[src/rtl/multiword_add_sequencer_pkg.sv]
// Shared types and helpers for the multi-word add/sub sequencer.
// Contents:
//   state_e          - sequencer FSM states
//   DefWordW         - default adder slice width
//   DefNumWords      - default number of slices per operand
//   signed_overflow  - two's-complement overflow from the operand/result sign bits
package multiword_add_sequencer_pkg;

  typedef enum logic [1:0] {
    StIdle = 2'd0,
    StRun  = 2'd1,
    StDone = 2'd2
  } state_e;

  localparam int unsigned DefWordW    = 8;
  localparam int unsigned DefNumWords = 4;

  // b_msb is the sign of the operand as actually fed to the adder (already inverted for sub),
  // so the same expression covers both add and subtract.
  function automatic logic signed_overflow(input logic a_msb, input logic b_msb,
                                           input logic sum_msb);
    return (a_msb == b_msb) && (sum_msb != a_msb);
  endfunction

endpackage

[src/rtl/multiword_add_sequencer_if.sv]
// Handshake bundle between operand producer / result consumer and the sequencer.
// Signals:
//   start_valid, start_ready - operand-side handshake
//   op_a, op_b, sub, cin     - operands and mode, sampled on the accepting edge
//   res_valid, res_ready     - result-side handshake
//   result, cout, overflow   - result word, final carry and signed overflow
//   busy                     - sequencer is in RUN or DONE
// Modports: master = producer/consumer side, slave = sequencer side.
interface multiword_add_sequencer_if #(
  parameter int unsigned WORD_W    = 8,
  parameter int unsigned NUM_WORDS = 4
);
  localparam int unsigned W = WORD_W * NUM_WORDS;

  logic         start_valid;
  logic         start_ready;
  logic [W-1:0] op_a;
  logic [W-1:0] op_b;
  logic         sub;
  logic         cin;
  logic         res_valid;
  logic         res_ready;
  logic [W-1:0] result;
  logic         cout;
  logic         overflow;
  logic         busy;

  modport master (
    output start_valid, op_a, op_b, sub, cin, res_ready,
    input  start_ready, res_valid, result, cout, overflow, busy
  );

  modport slave (
    input  start_valid, op_a, op_b, sub, cin, res_ready,
    output start_ready, res_valid, result, cout, overflow, busy
  );

endinterface

[src/rtl/multiword_add_sequencer_word_adder.sv]
// Combinational WORD_W-bit ripple-carry adder slice, shared across all words.
// Ports:
//   a, b - slice operands
//   ci   - carry in
//   s    - slice sum
//   co   - carry out of the slice MSB
module word_adder #(
  parameter int unsigned WORD_W = 8
) (
  input  logic [WORD_W-1:0] a,
  input  logic [WORD_W-1:0] b,
  input  logic              ci,
  output logic [WORD_W-1:0] s,
  output logic              co
);

  logic c;

  always_comb begin
    c = ci;
    s = '0;
    for (int i = 0; i < int'(WORD_W); i++) begin
      s[i] = a[i] ^ b[i] ^ c;
      c    = (a[i] & b[i]) | (c & (a[i] ^ b[i]));
    end
    co = c;
  end

endmodule

[src/rtl/multiword_add_sequencer.sv]
// Wide add/subtract built by time-sharing one WORD_W-bit adder slice, LS word first,
// one word per clock, with the inter-word carry held in a flop.
// Ports:
//   clk   - rising-edge clock
//   rst_n - asynchronous active-low reset
//   bus   - slave side of multiword_add_sequencer_if (handshakes, operands, results)
// Timing: res_valid rises NUM_WORDS cycles after the accepting edge; the result is held
// until res_ready, then one IDLE cycle precedes the next accept.
module multiword_add_sequencer
  import multiword_add_sequencer_pkg::*;
#(
  parameter int unsigned WORD_W    = DefWordW,
  parameter int unsigned NUM_WORDS = DefNumWords
) (
  input  logic                          clk,
  input  logic                          rst_n,
  multiword_add_sequencer_if.slave      bus
);

  localparam int unsigned W    = WORD_W * NUM_WORDS;
  localparam int unsigned IdxW = (NUM_WORDS > 1) ? $clog2(NUM_WORDS) : 1;
  localparam logic [IdxW-1:0] LastIdx = IdxW'(NUM_WORDS - 1);

  state_e          state;
  logic [W-1:0]    a_q;
  logic [W-1:0]    b_q;
  logic [W-1:0]    result_q;
  logic [IdxW-1:0] idx_q;
  logic            carry_q;
  logic            cout_q;
  logic            overflow_q;
  logic            start_ready_q;
  logic            res_valid_q;
  logic            busy_q;

  logic [WORD_W-1:0] slice_a;
  logic [WORD_W-1:0] slice_b;
  logic [WORD_W-1:0] slice_s;
  logic              slice_co;

  assign slice_a = a_q[idx_q*WORD_W +: WORD_W];
  assign slice_b = b_q[idx_q*WORD_W +: WORD_W];

  word_adder #(
    .WORD_W (WORD_W)
  ) u_word_adder (
    .a  (slice_a),
    .b  (slice_b),
    .ci (carry_q),
    .s  (slice_s),
    .co (slice_co)
  );

  always_ff @(posedge clk or negedge rst_n) begin
    if (!rst_n) begin
      state         <= StIdle;
      a_q           <= '0;
      b_q           <= '0;
      result_q      <= '0;
      idx_q         <= '0;
      carry_q       <= 1'b0;
      cout_q        <= 1'b0;
      overflow_q    <= 1'b0;
      start_ready_q <= 1'b1;
      res_valid_q   <= 1'b0;
      busy_q        <= 1'b0;
    end else begin
      unique case (state)
        StIdle: begin
          if (bus.start_valid) begin
            a_q           <= bus.op_a;
            // Subtract as A + ~B + 1, so the slice never needs to know the mode.
            b_q           <= bus.sub ? ~bus.op_b : bus.op_b;
            carry_q       <= bus.sub ? 1'b1 : bus.cin;
            idx_q         <= '0;
            result_q      <= '0;
            start_ready_q <= 1'b0;
            busy_q        <= 1'b1;
            state         <= StRun;
          end
        end
        StRun: begin
          result_q[idx_q*WORD_W +: WORD_W] <= slice_s;
          carry_q <= slice_co;
          if (idx_q == LastIdx) begin
            cout_q      <= slice_co;
            overflow_q  <= signed_overflow(a_q[W-1], b_q[W-1], slice_s[WORD_W-1]);
            idx_q       <= '0;
            res_valid_q <= 1'b1;
            state       <= StDone;
          end else begin
            idx_q <= idx_q + 1'b1;
          end
        end
        StDone: begin
          // start_ready only returns in IDLE, so a start coinciding with res_ready waits.
          if (bus.res_ready) begin
            res_valid_q   <= 1'b0;
            busy_q        <= 1'b0;
            start_ready_q <= 1'b1;
            state         <= StIdle;
          end
        end
        default: begin
          state         <= StIdle;
          start_ready_q <= 1'b1;
          res_valid_q   <= 1'b0;
          busy_q        <= 1'b0;
        end
      endcase
    end
  end

  assign bus.start_ready = start_ready_q;
  assign bus.res_valid   = res_valid_q;
  assign bus.result      = result_q;
  assign bus.cout        = cout_q;
  assign bus.overflow    = overflow_q;
  assign bus.busy        = busy_q;

endmodule

[src/flat_wrapper.sv]
// flat-port wrapper written by rule: the top's interface ports become plain ports
module multiword_add_sequencer_flat import multiword_add_sequencer_pkg::*;
#(
  parameter int unsigned WORD_W    = DefWordW,
  parameter int unsigned NUM_WORDS = DefNumWords
)
  (clk, rst_n, bus_start_valid, bus_op_a, bus_op_b, bus_sub, bus_cin, bus_res_ready, bus_start_ready, bus_res_valid, bus_result, bus_cout, bus_overflow, bus_busy);
  multiword_add_sequencer_if #(.WORD_W(WORD_W), .NUM_WORDS(NUM_WORDS)) bus_i ();
  input  logic clk;
  input  logic rst_n;
  input wire logic [$bits(bus_i.start_valid)-1:0] bus_start_valid;
  input wire logic [$bits(bus_i.op_a)-1:0] bus_op_a;
  input wire logic [$bits(bus_i.op_b)-1:0] bus_op_b;
  input wire logic [$bits(bus_i.sub)-1:0] bus_sub;
  input wire logic [$bits(bus_i.cin)-1:0] bus_cin;
  input wire logic [$bits(bus_i.res_ready)-1:0] bus_res_ready;
  output wire logic [$bits(bus_i.start_ready)-1:0] bus_start_ready;
  output wire logic [$bits(bus_i.res_valid)-1:0] bus_res_valid;
  output wire logic [$bits(bus_i.result)-1:0] bus_result;
  output wire logic [$bits(bus_i.cout)-1:0] bus_cout;
  output wire logic [$bits(bus_i.overflow)-1:0] bus_overflow;
  output wire logic [$bits(bus_i.busy)-1:0] bus_busy;
  assign bus_i.start_valid = bus_start_valid;
  assign bus_i.op_a = bus_op_a;
  assign bus_i.op_b = bus_op_b;
  assign bus_i.sub = bus_sub;
  assign bus_i.cin = bus_cin;
  assign bus_i.res_ready = bus_res_ready;
  assign bus_start_ready = bus_i.start_ready;
  assign bus_res_valid = bus_i.res_valid;
  assign bus_result = bus_i.result;
  assign bus_cout = bus_i.cout;
  assign bus_overflow = bus_i.overflow;
  assign bus_busy = bus_i.busy;
  multiword_add_sequencer #(.WORD_W(WORD_W), .NUM_WORDS(NUM_WORDS)) u_core (.clk(clk), .rst_n(rst_n), .bus(bus_i));
endmodule
[config.mk]
export PLATFORM = sky130hd
export DESIGN_NAME = multiword_add_sequencer_flat
export DESIGN_NICKNAME = d
export VERILOG_FILES = /design/src/rtl/multiword_add_sequencer_pkg.sv /design/src/rtl/multiword_add_sequencer_if.sv /design/src/rtl/multiword_add_sequencer_word_adder.sv /design/src/rtl/multiword_add_sequencer.sv /design/src/flat_wrapper.sv
export SDC_FILE = /design/constraint.sdc
export NUM_CORES = 1
export LEC_CHECK = 0
export BUFFER_PORTS_ARGS = -buffer_cell sky130_fd_sc_hd__buf_2
export CORE_MARGIN = 2
export CORE_UTILIZATION = 49
export DETAILED_ROUTE_END_ITERATION = 16
export GPL_TIMING_DRIVEN = 0
export PLACE_DENSITY = 0.76
export SYNTH_ARGS = -nofsm -noshare
export SYNTH_HDL_FRONTEND = slang
export SYNTH_SLANG_ARGS = --single-unit
[constraint.sdc]
create_clock -name clk -period 4.19 [get_ports clk]
set_input_delay 0.419 -clock clk [delete_from_list [all_inputs] [get_ports clk]]
set_output_delay 0.419 -clock clk [all_outputs]
set_load 0.005 [all_outputs]
Yosys cells after proc, flatten, opt, wreduce, memory -nomap -nowiden
Cells that the tools add are included.
W data, S select, Z words.
{"block": "word_totals", "out_inout_bits": 37, "romBits": 0, "reg_bits": 106, "input_bits": 70, "latchBits": 0, "mem_count": 0, "ram_bits": 0}
{"block": "classes", "eq_ne": 8, "order_cmp": 0, "muxes": 22, "n_shift": 4, "n_div": 0, "addsub": 2, "n_bitwise": 43, "reduce_logical": 9, "mul": 0}
{"cell": "$mux W32", "count": 2}
{"cell": "$pmux W32 S2", "count": 1}
{"cell": "$shiftx A32 B6 Y8", "count": 2}
{"cell": "$neg A5 Y34", "count": 1}
{"cell": "$shift A8 B34 Y32 const A", "count": 1}
{"cell": "$shiftx A8 B34 Y32", "count": 1}
{"cell": "$bwmux W32", "count": 1}
{"cell": "$not A32 Y32", "count": 1}
{"cell": "$and A1 B1 Y1", "count": 16}
{"cell": "$xor A1 B1 Y1", "count": 16}
{"cell": "$mux W2", "count": 5}
{"cell": "$pmux W1 S3", "count": 3}
{"cell": "$reduce_and A3 Y1", "count": 3}
{"cell": "$or A1 B1 Y1", "count": 8}
{"cell": "$mux W1", "count": 7}
{"cell": "$pmux W2 S3", "count": 1}
{"cell": "$reduce_and A2 Y1", "count": 3}
{"cell": "$eq A2 B2 Y1 const B", "count": 2}
{"cell": "$ne A2 B2 Y1 const B", "count": 2}
{"cell": "$pmux W2 S2", "count": 1}
{"cell": "$add A2 B1 Y2 const B", "count": 1}
{"cell": "$eq A2 B1 Y1 const B", "count": 1}
{"cell": "$logic_not A2 Y1", "count": 1}
{"cell": "$ne A2 B1 Y1 const B", "count": 1}
{"cell": "6 further kinds", "count": 7}

Logic depth before layout (Yosys ltp)
Gate-level depths: netlist (run 1).
{"block": "depth", "depth_word": 20, "depth_mapped": 18}

Modules after synthesis
A second synthesis (run 1) with hierarchy kept.
{"block": "hier_totals", "hier_cells": 448, "hier_area_um2": 5215.0}
{"module": "multiword_add_sequencer", "area_per_inst_um2": 5017.3, "instances": 1, "cells_each": 430, "seq_area_each_um2": 2653.8}
{"module": "word_adder", "area_per_inst_um2": 197.7, "instances": 1, "cells_each": 18, "seq_area_each_um2": 0.0}

Worst setup path after synthesis (run 1)
Ideal clock, no wire load.
{"block": "synth_path", "kind": "register -> register", "start": "reg u_core.idx_q[1]", "end": "reg u_core.overflow_q (netlist: u_core.bus.overflow)", "arrival_ps": 4539, "path_slack_ps": -432, "period_less_slack_ps": 4622, "path_stages_with_launch": 19, "path_cell_list": "dfrtp_1 -> clkbuf_1 -> buf_2 -> mux4_2 -> inv_1 -> fa_1 -> fa_1 -> fa_1 -> fa_1 -> fa_1 -> inv_1 -> fa_1 -> inv_1 -> fa_1 -> inv_1 -> fa_1 -> and3b_1 -> a21oi_1 -> o21ai_0"}
{"block": "synth_between", "elab_chain_len": 19}
{"element": "start: declaration", "line": "multiword_add_sequencer.sv:28", "text": "logic [IdxW-1:0] idx_q;"}
{"element": "start signal: assignment", "line": "multiword_add_sequencer.sv:92", "text": "idx_q <= idx_q + 1'b1;"}
{"element": "$shiftx A32 B6 Y8 (on tied branches)", "line": "multiword_add_sequencer.sv:41, multiword_add_sequencer.sv:42"}
{"element": "$xor A1 B1 Y1", "line": "multiword_add_sequencer_word_adder.sv:24", "text": "c = (a[i] & b[i]) | (c & (a[i] ^ b[i]));"}
{"element": "$and A1 B1 Y1", "line": "multiword_add_sequencer_word_adder.sv:24"}
{"element": "$or A1 B1 Y1", "line": "multiword_add_sequencer_word_adder.sv:24"}
{"element": "$and A1 B1 Y1", "line": "multiword_add_sequencer_word_adder.sv:24"}
{"element": "$or A1 B1 Y1", "line": "multiword_add_sequencer_word_adder.sv:24"}
{"element": "$and A1 B1 Y1", "line": "multiword_add_sequencer_word_adder.sv:24"}
{"element": "$or A1 B1 Y1", "line": "multiword_add_sequencer_word_adder.sv:24"}
{"element": "(+3 left out)"}
{"element": "$or A1 B1 Y1", "line": "multiword_add_sequencer_word_adder.sv:24"}
{"element": "$and A1 B1 Y1", "line": "multiword_add_sequencer_word_adder.sv:24"}
{"element": "$or A1 B1 Y1", "line": "multiword_add_sequencer_word_adder.sv:24"}
{"element": "$and A1 B1 Y1", "line": "multiword_add_sequencer_word_adder.sv:24"}
{"element": "$or A1 B1 Y1", "line": "multiword_add_sequencer_word_adder.sv:24"}
{"element": "$xor A1 B1 Y1", "line": "multiword_add_sequencer_word_adder.sv:23", "text": "s[i] = a[i] ^ b[i] ^ c;"}
{"element": "$ne A1 B1 Y1", "line": "multiword_add_sequencer_pkg.sv:22", "text": "return (a_msb == b_msb) && (sum_msb != a_msb);"}
{"element": "$logic_and A1 B1 Y1", "line": "multiword_add_sequencer_pkg.sv:22"}
{"element": "end signal: assignment", "line": "multiword_add_sequencer.sv:87", "text": "overflow_q <= signed_overflow(a_q[W-1], b_q[W-1], slice_s[WORD_W-1]);"}
{"element": "end: declaration", "line": "multiword_add_sequencer.sv:31", "text": "logic overflow_q;"}
Several ways; a longest one is shown, not always the timed one.
A chain may end at the register's enable or synchronous reset.

Worst setup path in the final report (run 1)
{"block": "layout_path", "start": "reg u_core.idx_q[0]", "end": "reg u_core.overflow_q (netlist: u_core.bus.overflow)"}
The elaborated chain is that of the path after synthesis.

==> results of run 1 <==
-- power by group --
part	switching, W	internal, W
registers	0.000285	0.00150
clock network	0.000354	0.000238
logic	0.00142	0.00136
total	0.00206	0.00310
-- Yosys cell counts, types with 2 or more instances --
library cell  instances
a21o_1                4
a21oi_1              37
a22o_1                8
buf_2                15
clkbuf_1              8
dfrtp_1             105
fa_1                  8
ha_1                  4
inv_1                21
mux2_2               33
mux4_2               16
nand2_1               7
nand2b_1              4
nor2_1               35
nor3_1                2
o21ai_0               4
o2bb2ai_1            26
o31ai_1               2
or3_1                 2
xnor2_1              32
-- layout make-up --
type | count | area [sq um] | share of cell area, %
Sequential cell | 106 | 2660 | 44.8
Multi-Input combinational cell | 236 | 2090 | 35.3
Timing Repair Buffer | 116 | 634 | 10.7
Tap cell | 133 | 166 | 2.81
Clock buffer | 10 | 138 | 2.32
Buffer | 22 | 114 | 1.92
Inverter | 21 | 78.8 | 1.33
Clock inverter | 6 | 50.0 | 0.845
-- metrics by stage --
step,TNS (ns),utilization [%]
floorplan,-0.137,-
global placement,-1.67,57.7
detailed placement,-1.97,58.0
CTS,-0.843,60.8
global route,-1.06,60.6
finish,-0.433,60.6
-- how the worst max path moves through the flow --
stage,end,slack [ns],start,cells past startpoint
after global routing,u_core.bus.overflow$_DFFE_PN0P_,-0.26,u_core.idx_q[0]$_DFFE_PN0P_,16
after global placement,u_core.bus.overflow$_DFFE_PN0P_,-0.46,u_core.idx_q[1]$_DFFE_PN0P_,18
final,u_core.bus.overflow$_DFFE_PN0P_,-0.10,u_core.idx_q[0]$_DFFE_PN0P_,16
after detailed placement,u_core.bus.overflow$_DFFE_PN0P_,-0.54,u_core.idx_q[1]$_DFFE_PN0P_,18
after CTS,u_core.bus.overflow$_DFFE_PN0P_,-0.21,u_core.idx_q[0]$_DFFE_PN0P_,17
after floorplan,u_core.bus.overflow$_DFFE_PN0P_,-0.13,u_core.idx_q[0]$_DFFE_PN0P_,17
-- registers in the layout, summed over array words and instances (netlist names) --
register and count:
u_core.bus.start_ready 1, u_core.carry_q 1, u_core.bus.result 32, u_core.state 2, u_core.bus.busy 1, u_core.bus.overflow 1, u_core.b_q 32, u_core.bus.res_valid 1
u_core.a_q 32, u_core.bus.cout 1, u_core.idx_q 2
-- kinds of logic after synthesis --
group,share of synthesized area [%]
flip-flops,54.0
buffers and inverters,3.90
AO/OA/AOI/OAI,11.6
multiplexers,14.9
adder cells (fa/ha/maj),4.28
AND/OR/NAND/NOR,5.65
XOR/XNOR,5.70
-- worst register-to-register path: stages, from the launching register on --
cell     delay, ns
dfrtp_2       0.48
mux4_2        0.38
inv_2         0.05
fa_2          0.36
fa_2          0.38
fa_2          0.35
fa_2          0.34
fa_2          0.34
inv_2         0.07
fa_2          0.20
inv_2         0.04
fa_2          0.33
inv_2         0.07
fa_2          0.46
and3b_1       0.23
a21oi_1       0.04
o21ai_1       0.11
-- metal layers --
metal,vias up,GRT usage (%),routed length (um)
li1,1616,-,-
met1,1749,29.9,4910
met2,123,35.5,5390
met3,9,6.52,755
met4,0,4.63,99
met5,-,0,0
-- repair_timing --
action | CTS | global route
setup buffers | 8 | 2
resized for setup | 14 | 0
pin swaps | 10 | 8
endpoints found under the setup margin | 5 | 5
==> summary.md, run 1 <==
| Metric | Value |
|---|---|
| Status | finished, violations left |
| Failing checks | setup timing |
| Mapped cell area | roughly 5000 sq um |
| Drt pass-1 iters | 4 |
| Pin count of the biggest net entering global routing | 58 |
| I/O Pins | approximately 110 |
| Area share of the largest cell type after synthesis | 53.5% |
| Vias per std cell | between 5 and 6 |
| Total Power | about 0.0052 W |
| First-pass GRT wire length | 18.7 mm |
| Arrival time at the worst endpoint | approximately 4.6 ns |
| Dpl ws | -0.537 ns |
| CTS tree | built |
| Antenna violations before repair | 0 |
| Cells after synthesis | approximately 390 |
| Layout net count | just under 600 |
| Post-synth ARST share | 100% |
| Clk root buf | clkbuf_8 |
| Final-report max-slew violation count | 0 |
| Clk_lat worst skew | 0.36 ns |
| Crit path buf inv count | 4 |
| CTS Buf Count | 9 |
| Reg2reg setup slack | -0.10 ns |
| Slew @ Worst Pin | around 0.64 ns |
| Post-synth cell types | 34 |
| # setup viols final | 5 |
| Initial drt markers | 204 |
| Period minus WS final | 4.29 ns |
| Final setup skew | roughly 0.0064 ns |
| Diodes inserted | 0 |
| CP Data Required Time | roughly 4.5 ns |
| Fin crit share | 102% |
| CTS Buffer Depth | 2 |
| Critical Path End Type | flip-flop |
| Filler cells | 837 |
| Sequential fraction of the synthesis area | 54.0% |
| Number of global-route vias before repair | roughly 3700 |
| Ranking of synthesized cells by area | dfrtp_1 53%, mux2_2 7.6%, mux4_2 7.3%, xnor2_1 5.7%, o2bb2ai_1 4.6% |
| # DRC | 0 |
| YS warnings | 0 |
| CTS clk-pin slew, worst paths | 0.10 ns |
| Rows | 36 |
| #FFs+latches synth | 106 |
| Area Overhead vs Synth | 20.6% |
| Die area | roughly 11000 sq um |
| DPL Wire Length | 8.27 mm |
| Worst R2R End | u_core.bus.overflow$_DFFE_PN0P_ |
| CTS Hold Bufs | 0 |
| Crit path max-delay family | adder cells |
| Top cell by count, worst path | fa_2 |
| Proportion of layout cells with a drive suffix above 1 | between 40% and 50% |
| Post-Route WL | around 11 mm |
| Design area | 5930 sq um |
| Final hold vios | 0 |
| FF-to-FF Start | u_core.idx_q[0]$_DFFE_PN0P_ |
| Syn Area/Cell | 12.7 sq um |
| Die height | between 100 and 150 um |
| R2R depth | 16 |
| DRT antenna net count | 0 |
| Placed inst area | between 5000 and 6000 sq um |
| Post-synth top flop | dfrtp_1 |
| Largest stage delay, worst path | roughly 0.48 ns |
| Initial core utilization | between 50% and 60% |
| Post-synth EDFFs | 0 |
| Peak VDD IR | 0.390 mV |
| Final WS setup | -0.102 ns |
| Most frequent cells in the layout | 117 x buf_2, 104 x dfrtp_1, 37 x a21oi_1 |
| H-tree levels | 3 |
| Routed len/inst | 17.2 um |
| Global route total overflow | 0 |
| Core Area | 9770 sq um |
| RSZ-0062 raised after global routing | true |
| Slew margin rel. | approximately 57% |
| Slowest library cell on the worst path | dfrtp_2 |
| Commonest non-fill, non-tap cell in the layout | buf_2 |
| Worst path cell trace | mux4_2 > inv_2 > fa_2 > fa_2 > fa_2 > fa_2 > fa_2 > inv_2 > fa_2 > inv_2 > fa_2 > inv_2 > fa_2 > and3b_1 > a21oi_1 > o21ai_1 |
| Hold Crit Class | in -> async |
| Final std cells w/o fill | 650 |
| Cell Count Post-Placement | roughly 630 |
| PortBufs | around 110 |
| Fmax | between 200 and 250 MHz |
| Crit start category | flip-flop |
| Cell taking the most area after synthesis | dfrtp_1 |
| Critical path fanouts, max | 5 |
| Power Dens Cells | 872 nW/um^2 |
| CTS Sinks | roughly 110 |
| Die width | roughly 100 um |
| Min Hold Slack | approximately 0.066 ns |
| Max Cap Violations | 0 |
| CP Class | reg -> reg |
| Total track usage | roughly 22% |
| DR vias | between 3000 and 4000 |
| Syn nets | around 470 |
| Leak | ~2.7 nW |
| Routability-driven placement congestion ratio | slightly above 0.8 |
Power figures use the tool's default switching activity.
==> inputs of run 2 (changes only) <==
CELL_PAD_IN_SITES_DETAIL_PLACEMENT = 0   (was default)
CELL_PAD_IN_SITES_GLOBAL_PLACEMENT = 2   (was default)
CORE_UTILIZATION = 32   (was 49)
PLACE_DENSITY = default   (was 0.76)
PLACE_DENSITY_LB_ADDON = 0.1   (was default)
==> run 2 against run 1 <==
  * The run still ends with setup timing left
  * Non-clock buffer count decreased by 4
  * Cell area increased by 2.3%
  * Largest cell class unchanged
  * Via count decreased by 2.4%
  * Die area increased by 51%
  * Final cell count increased by 7.8%
  * Combinational power increased by 2%
  * Critical path depth unchanged
  * Sequential power about the same
  * Worst setup slack improved by 0.023 ns
  * Routed wire length increased by 14%
==> summary.md, run 2 (synthesis results as in run 1) <==
| Metric | Value |
|---|---|
| Post-Route WL | 12.8 mm (was 11.2 mm) |
| Clk_lat worst skew | 0.36 ns (about the same) |
| Core Area | 15100 sq um (was 9770 sq um) |
| CTS Buffer Depth | 2 (unchanged) |
| Drt pass-1 iters | 4 (unchanged) |
| # DRC | 0 (unchanged) |
| Arrival time at the worst endpoint | 4.51 ns (was 4.58 ns) |
| FF-to-FF Start | u_core.idx_q[1]$_DFFE_PN0P_ (was u_core.idx_q[0]$_DFFE_PN0P_) |
| Area Overhead vs Synth | 23.4% (was 20.6%) |
| H-tree levels | 3 (unchanged) |
| First-pass GRT wire length | 20.3 mm (was 18.7 mm) |
| R2R depth | 16 (unchanged) |
| Final core utilization | 40.2% (was 60.6%) |
| Slew @ Worst Pin | 0.722 ns (was 0.641 ns) |
| Die height | 128 um (was 104 um) |
| Peak VDD IR | 0.517 mV (was 0.390 mV) |
| Crit start category | flip-flop (unchanged) |
| PortBufs | 105 (unchanged) |
| Fin crit share | 102% (about the same) |
| Met3 usage | 2.67% (was 6.52%) |
| Proportion of layout cells with a drive suffix above 1 | 40.4% (was 41.0%) |
| Cell Count Post-Placement | 681 (was 626) |
| Commonest non-fill, non-tap cell in the layout | buf_2 (unchanged) |
| # setup viols final | 5 (unchanged) |
| Critical Path End Type | flip-flop (unchanged) |
| Hold Crit Class | in -> async (unchanged) |
| GR Util met2 | 26.6% (was 35.5%) |
| Clk root buf | clkbuf_16 (was clkbuf_8) |
| Slew margin rel. | 51.9% (was 57.3%) |
| Diodes inserted | 0 (unchanged) |
| Die width | 128 um (was 104 um) |
| CP Class | reg -> reg (unchanged) |
| Layout net count | 590 (was 594) |
| Initial drt markers | 144 (was 204) |
| Global route total overflow | 0 (unchanged) |
| Routed len/inst | 18.2 um (was 17.2 um) |
| Largest stage delay, worst path | 0.47 ns (was 0.48 ns) |
| Status | finished, violations left (unchanged) |
| I/O Pins | 107 (unchanged) |
| Antenna violations before repair | 0 (unchanged) |
| Final hold vios | 0 (unchanged) |
| CP startpoint | u_core.idx_q[1]$_DFFE_PN0P_ (was u_core.idx_q[0]$_DFFE_PN0P_) |
| CP Data Required Time | 4.44 ns (was 4.48 ns) |
| Final setup skew | 0.00595 ns (was 0.00643 ns) |
| Worst R2R End | u_core.bus.result[7]$_DFFE_PN0P_ (was u_core.bus.overflow$_DFFE_PN0P_) |
| Pin count of the biggest net entering global routing | 55 (was 58) |
| CTS Buf Count | 9 (unchanged) |
| Crit path max-delay family | adder cells (unchanged) |
| Met1 Use GR | 23.1% (was 29.9%) |
| Final-report max-slew violation count | 0 (unchanged) |
| Fmax | 234 MHz (was 233 MHz) |
| GRT busiest layer | met2 (unchanged) |
| Number of global-route vias before repair | 3550 (was 3680) |
| Top cell by count, worst path | fa_2 (unchanged) |
| Total track usage | 16.8% (was 22.0%) |
| CTS tree | built (unchanged) |
| CP Depth | 16 (unchanged) |
| Die area | 16400 sq um (was 10800 sq um) |
| Reg2reg setup slack | -0.08 ns (was -0.10 ns) |
| CTS Sinks | 106 (unchanged) |
| DR vias | 3413 (was 3497) |
| DRT antenna net count | 0 (unchanged) |
| CTS clk-pin slew, worst paths | 0.07 ns (was 0.10 ns) |
| Critical path fanouts, max | 10 (was 5) |
| Period minus WS final | 4.27 ns (was 4.29 ns) |
| Most frequent cells in the layout | 117 x buf_2, 103 x dfrtp_1, 37 x a21oi_1 (was 117 x buf_2, 104 x dfrtp_1, 37 x a21oi_1) |
| Initial core utilization | 32.6% (was 50.3%) |
| Vias per std cell | 4.87 (was 5.38) |
| Critical Path Sink | u_core.bus.result[7]$_DFFE_PN0P_ (was u_core.bus.overflow$_DFFE_PN0P_) |
| Crit path buf inv count | 6 (was 4) |
| Final WS setup | -0.0793 ns (was -0.102 ns) |
| RSZ-0062 raised after global routing | true (unchanged) |
| Worst path cell trace | buf_12 > mux4_2 > inv_2 > fa_2 > fa_2 > fa_2 > fa_2 > fa_2 > inv_2 > fa_2 > inv_2 > fa_2 > inv_2 > fa_2 > buf_6 > a22o_1 (was mux4_2 > inv_2 > fa_2 > fa_2 > fa_2 > fa_2 > fa_2 > inv_2 > fa_2 > inv_2 > fa_2 > inv_2 > fa_2 > and3b_1 > a21oi_1 > o21ai_1) |
| DPL Wire Length | 9.35 mm (was 8.27 mm) |
| Routability-driven placement congestion ratio | 0.724 (was 0.826) |
| Power Dens Cells | 898 nW/um^2 (was 872 nW/um^2) |
| Failing checks | setup timing (unchanged) |
| Max Cap Violations | 0 (unchanged) |
| Final std cells w/o fill | 701 (was 650) |
| Slowest library cell on the worst path | fa_2 (was dfrtp_2) |
| Leak | 2.75 nW (was 2.72 nW) |
| Dpl ws | -0.581 ns (was -0.537 ns) |
| Rows | 45 (was 36) |
[run 2: changes by cell type in the layout (fill, tap and decap cells not counted), sizes merged]
| cell | before | now |
|---|---|---|
| buf | 131 | 127 |
| clkbuf | 17 | 18 |
| clkinvlp | 2 | 1 |
[run 2: how the worst min path moves through the flow]
| stage | from | end | slack (ns) |
|---|---|---|---|
| global placement | u_core.bus.result[25]$_DFFE_PN0P_ | u_core.bus.result[25]$_DFFE_PN0P_ | 0.47 |
| CTS | rst_n | u_core.bus.cout$_DFFE_PN0P_ | 0.14 |
| detailed placement | u_core.bus.overflow$_DFFE_PN0P_ | u_core.bus.overflow$_DFFE_PN0P_ | 0.47 |
| finish | rst_n | u_core.bus.cout$_DFFE_PN0P_ | 0.11 |
| floorplan | rst_n | u_core.a_q[0]$_DFFE_PN0P_ | 0.12 |
| global route | rst_n | u_core.bus.overflow$_DFFE_PN0P_ | 0.18 |
[run 2: per-stage QoR]
stage	TNS [ns]	power, W	hold slack, ns	area [sq um]
2_1_floorplan	-0.137	0.00353	0.123	4950
3_3_place_gp	-2.27	0.00451	0.467	5710
3_5_place_dp	-2.26	0.00453	0.468	5740
4_1_cts	-0.934	0.00555	0.143	6090
5_1_grt	-0.869	0.00589	0.180	6060
6_report	-0.334	0.00545	0.111	6060
[run 2: metal layers]
layer | share of wire (%) | wire (um) | vias to the layer above
li1 | - | - | 1607
met1 | 48 | 6070 | 1716
met2 | 47 | 6040 | 72
met3 | 3.0 | 380 | 18
met4 | 2.2 | 276 | 0
met5 | 0 | 0 | -
[run 2: cell type report]
type | instances | area (sq um)
fill | 1519 | 9020
sequential | 106 | 2660
multi-input combinational | 236 | 2090
timing repair buffer | 112 | 604
clock buffer | 11 | 243
tap | 188 | 235
buffer | 22 | 119
inverter | 21 | 78.8
clock inverter | 5 | 38.8
[run 2: what timing repair did]
item / 4_1_cts / 5_1_grt
gates resized for setup: 11 / 4
endpoints found under the setup margin: 6 / 5
buffers inserted: 5 / 1
pin swaps: 5 / 5
hold buffers: 0 / 0
[run 2: where the power goes]
part / total [W] / internal [W] / leakage (nW) / switching, W
Clock: 0.000815 / 0.000423 / 0.136 / 0.000392
Combinational: 0.00285 / 0.00136 / 1.33 / 0.00149
Sequential: 0.00178 / 0.00150 / 1.28 / 0.000281
Total: 0.00545 / 0.00329 / 2.75 / 0.00216
==> inputs of run 3 (changes only) <==
BUFFER_PORTS_ARGS = -buffer_cell sky130_fd_sc_hd__buf_4   (was -buffer_cell sky130_fd_sc_hd__buf_2)
PLACE_DENSITY = 0.75   (was default)
PLACE_DENSITY_LB_ADDON = default   (was 0.1)
clock period = 3.9 ns   (was 4.19 ns; I/O delays follow)
==> run 3 against run 2 <==
  * The flow still finishes with violations (setup timing)
  * Highest routed layer unchanged
  * Critical path type unchanged
  * Worst hold slack better by 0.12 ns
  * Worst setup slack got worse by 0.23 ns
  * Critical path depth unchanged
  * Clock skew grew 0.0022 ns
  * Largest power group unchanged
  * Largest cell class unchanged
  * Flip-flop and latch count unchanged
==> summary.md, run 3 (synthesis results as in run 1) <==
| Metric | Value |
|---|---|
| Status | finished, violations left (unchanged) |
| Failing checks | setup timing (unchanged) |
| Crit start category | flip-flop (unchanged) |
| Clk_lat worst skew | 0.35 ns (was 0.36 ns) |
| Hold Crit Class | in -> reg (was in -> async) |
| Total track usage | 16.3% (was 16.8%) |
| Final setup TNS | -1.51 ns (was -0.334 ns) |
| Die area | 16400 sq um (unchanged) |
| Global route total overflow | 0 (unchanged) |
| Initial drt markers | 145 (was 144) |
| CTS Sinks | 106 (unchanged) |
| Post-Route WL | 12.5 mm (was 12.8 mm) |
| Crit path buf inv count | 4 (was 6) |
| Vias per std cell | 4.84 (was 4.87) |
| Routed len/inst | 17.8 um (was 18.2 um) |
| CP Class | reg -> reg (unchanged) |
| Initial core utilization | 32.6% (unchanged) |
| Die height | 128 um (unchanged) |
| Dpl ws | -0.721 ns (was -0.581 ns) |
| Final WS setup | -0.308 ns (was -0.0793 ns) |
| CP Data Required Time | 4.17 ns (was 4.44 ns) |
| # setup viols final | 5 (unchanged) |
| Crit path max-delay family | adder cells (unchanged) |
| Drt pass-1 iters | 4 (unchanged) |
| # DRC | 0 (unchanged) |
| RSZ-0062 raised after global routing | true (unchanged) |
| Rows | 45 (unchanged) |
| CTS clk-pin slew, worst paths | 0.07 ns (about the same) |
| Most frequent cells in the layout | 112 x buf_4, 103 x dfrtp_1, 37 x a21oi_1 (was 117 x buf_2, 103 x dfrtp_1, 37 x a21oi_1) |
| Critical Path End Type | flip-flop (unchanged) |
| Clk root buf | clkbuf_16 (unchanged) |
| Power Dens Cells | 961 nW/um^2 (was 898 nW/um^2) |
| DRT antenna net count | 0 (unchanged) |
| Worst path cell trace | mux4_2 > inv_2 > fa_2 > fa_2 > fa_2 > fa_2 > fa_2 > inv_2 > fa_2 > inv_2 > fa_2 > inv_2 > fa_2 > and3b_1 > a21oi_1 > o21ai_1 (was buf_12 > mux4_2 > inv_2 > fa_2 > fa_2 > fa_2 > fa_2 > fa_2 > inv_2 > fa_2 > inv_2 > fa_2 > inv_2 > fa_2 > buf_6 > a22o_1) |
| H-tree levels | 3 (unchanged) |
| DPL Wire Length | 9.22 mm (was 9.35 mm) |
| Final-report max-slew violation count | 0 (unchanged) |
| Proportion of layout cells with a drive suffix above 1 | 41.1% (was 40.4%) |
| DR vias | 3404 (was 3413) |
| I/O Pins | 107 (unchanged) |
| Slew @ Worst Pin | 0.524 ns (was 0.722 ns) |
| Slew margin rel. | 64.5% (was 51.9%) |
| Commonest non-fill, non-tap cell in the layout | buf_4 (was buf_2) |
| Fin crit share | 108% (was 102%) |
| Max Cap Violations | 0 (unchanged) |
| Largest stage delay, worst path | 0.46 ns (was 0.47 ns) |
| Routability-driven placement congestion ratio | 0.779 (was 0.724) |
| Leak | 2.87 nW (was 2.75 nW) |
| Core Area | 15100 sq um (unchanged) |
| Pin count of the biggest net entering global routing | 107 (was 55) |
| Area Overhead vs Synth | 31.1% (was 23.4%) |
| Period minus WS final | 4.21 ns (was 4.27 ns) |
| Die width | 128 um (unchanged) |
| Critical path fanouts, max | 4 (was 10) |
| Placed inst area | 5980 sq um (was 5740 sq um) |
| Peak VDD IR | 0.423 mV (was 0.517 mV) |
| First-pass GRT wire length | 20.0 mm (was 20.3 mm) |
| Design area | 6440 sq um (was 6060 sq um) |
| Arrival time at the worst endpoint | 4.48 ns (was 4.51 ns) |
| Final hold vios | 0 (unchanged) |
| Final setup skew | 0.00820 ns (was 0.00595 ns) |
| Number of global-route vias before repair | 3673 (was 3550) |
| PortBufs | 105 (unchanged) |
| Fmax | 238 MHz (was 234 MHz) |
| Layout net count | 593 (was 590) |
| CTS tree | built (unchanged) |
| Slowest library cell on the worst path | dfrtp_2 (was fa_2) |
| CTS Buffer Depth | 2 (unchanged) |
| Diodes inserted | 0 (unchanged) |
| Antenna violations before repair | 0 (unchanged) |
| CTS Buf Count | 9 (unchanged) |
| Top cell by count, worst path | fa_2 (unchanged) |
==> run 3: changes by cell type in the layout (fill, tap and decap cells not counted), moves of 2 or more <==
cell       change
bufinv_16      +4
clkinv_4       -2
buf_4        +105
buf_2        -104
==> run 3: final timing paths <==
kind                                                    from                            endpoint  slack [ns]  depth (start not counted)
min in group asynchronous                              rst_n    u_core.bus.res_valid$_DFFE_PN0P_        0.50                          2
hold / removal                                 bus_res_ready         u_core.state[1]$_DFFE_PN0P_        0.23                          2
hold reg to reg            u_core.bus.result[10]$_DFFE_PN0P_   u_core.bus.result[10]$_DFFE_PN0P_        0.50                          1
setup reg to reg                 u_core.idx_q[0]$_DFFE_PN0P_     u_core.bus.overflow$_DFFE_PN0P_       -0.31                         16
max in group asynchronous                              rst_n  u_core.bus.start_ready$_DFFE_PN1P_        2.72                          3
setup / recovery                 u_core.idx_q[0]$_DFFE_PN0P_     u_core.bus.overflow$_DFFE_PN0P_       -0.31                         16
==> run 3: what timing repair did <==
item,CTS,global route
endpoints found under the hold margin,0,38
hold buffers,0,1
pin swaps,4,3
setup buffers,8,0
setup endpoints to repair,11,7
resized for setup,9,2
==> run 3: metrics by stage <==
step / hold slack [ns] / total power [W] / util [%] / std cells
2_1_floorplan: 0.0944 / 0.00384 / - / 387
3_3_place_gp: 0.478 / 0.00491 / 39.6 / 680
3_5_place_dp: 0.480 / 0.00497 / 39.6 / 680
4_1_cts: 0.218 / 0.00628 / 42.6 / 704
5_1_grt: 0.219 / 0.00665 / 42.7 / 704
6_report: 0.228 / 0.00619 / 42.7 / 704
==> run 3: final cells by class <==
cell class	count	area (sq um)
Fill cell	1436	8650
Sequential cell	106	2660
Multi-Input combinational cell	236	2100
Timing Repair Buffer	115	893
Tap cell	188	235
Clock buffer	9	225
Clock inverter	7	139
Buffer	22	119
Inverter	21	78.8
==> run 3: report_power, final <==
group,leakage (nW),internal (W),switching (W)
clock network,0.180,0.000692,0.000407
registers,1.28,0.00161,0.000318
logic,1.41,0.00158,0.00158
==> run 3: routing by layer <==
layer  GRT usage, %  up-vias  wire, um
met5              0        -         0
met4           5.75        0       195
met3           3.26       13       595
met2           25.7       88      5860
met1           22.5     1693      5860
li1               -     1610         -
==> run 3: worst reg2reg max path: stages (launching register included) <==
cell     delay, ns
dfrtp_2       0.46
mux4_2        0.36
inv_2         0.04
fa_2          0.36
fa_2          0.37
fa_2          0.35
fa_2          0.34
fa_2          0.35
inv_2         0.06
fa_2          0.19
inv_2         0.04
fa_2          0.33
inv_2         0.06
fa_2          0.46
and3b_1       0.22
a21oi_1       0.04
o21ai_1       0.11
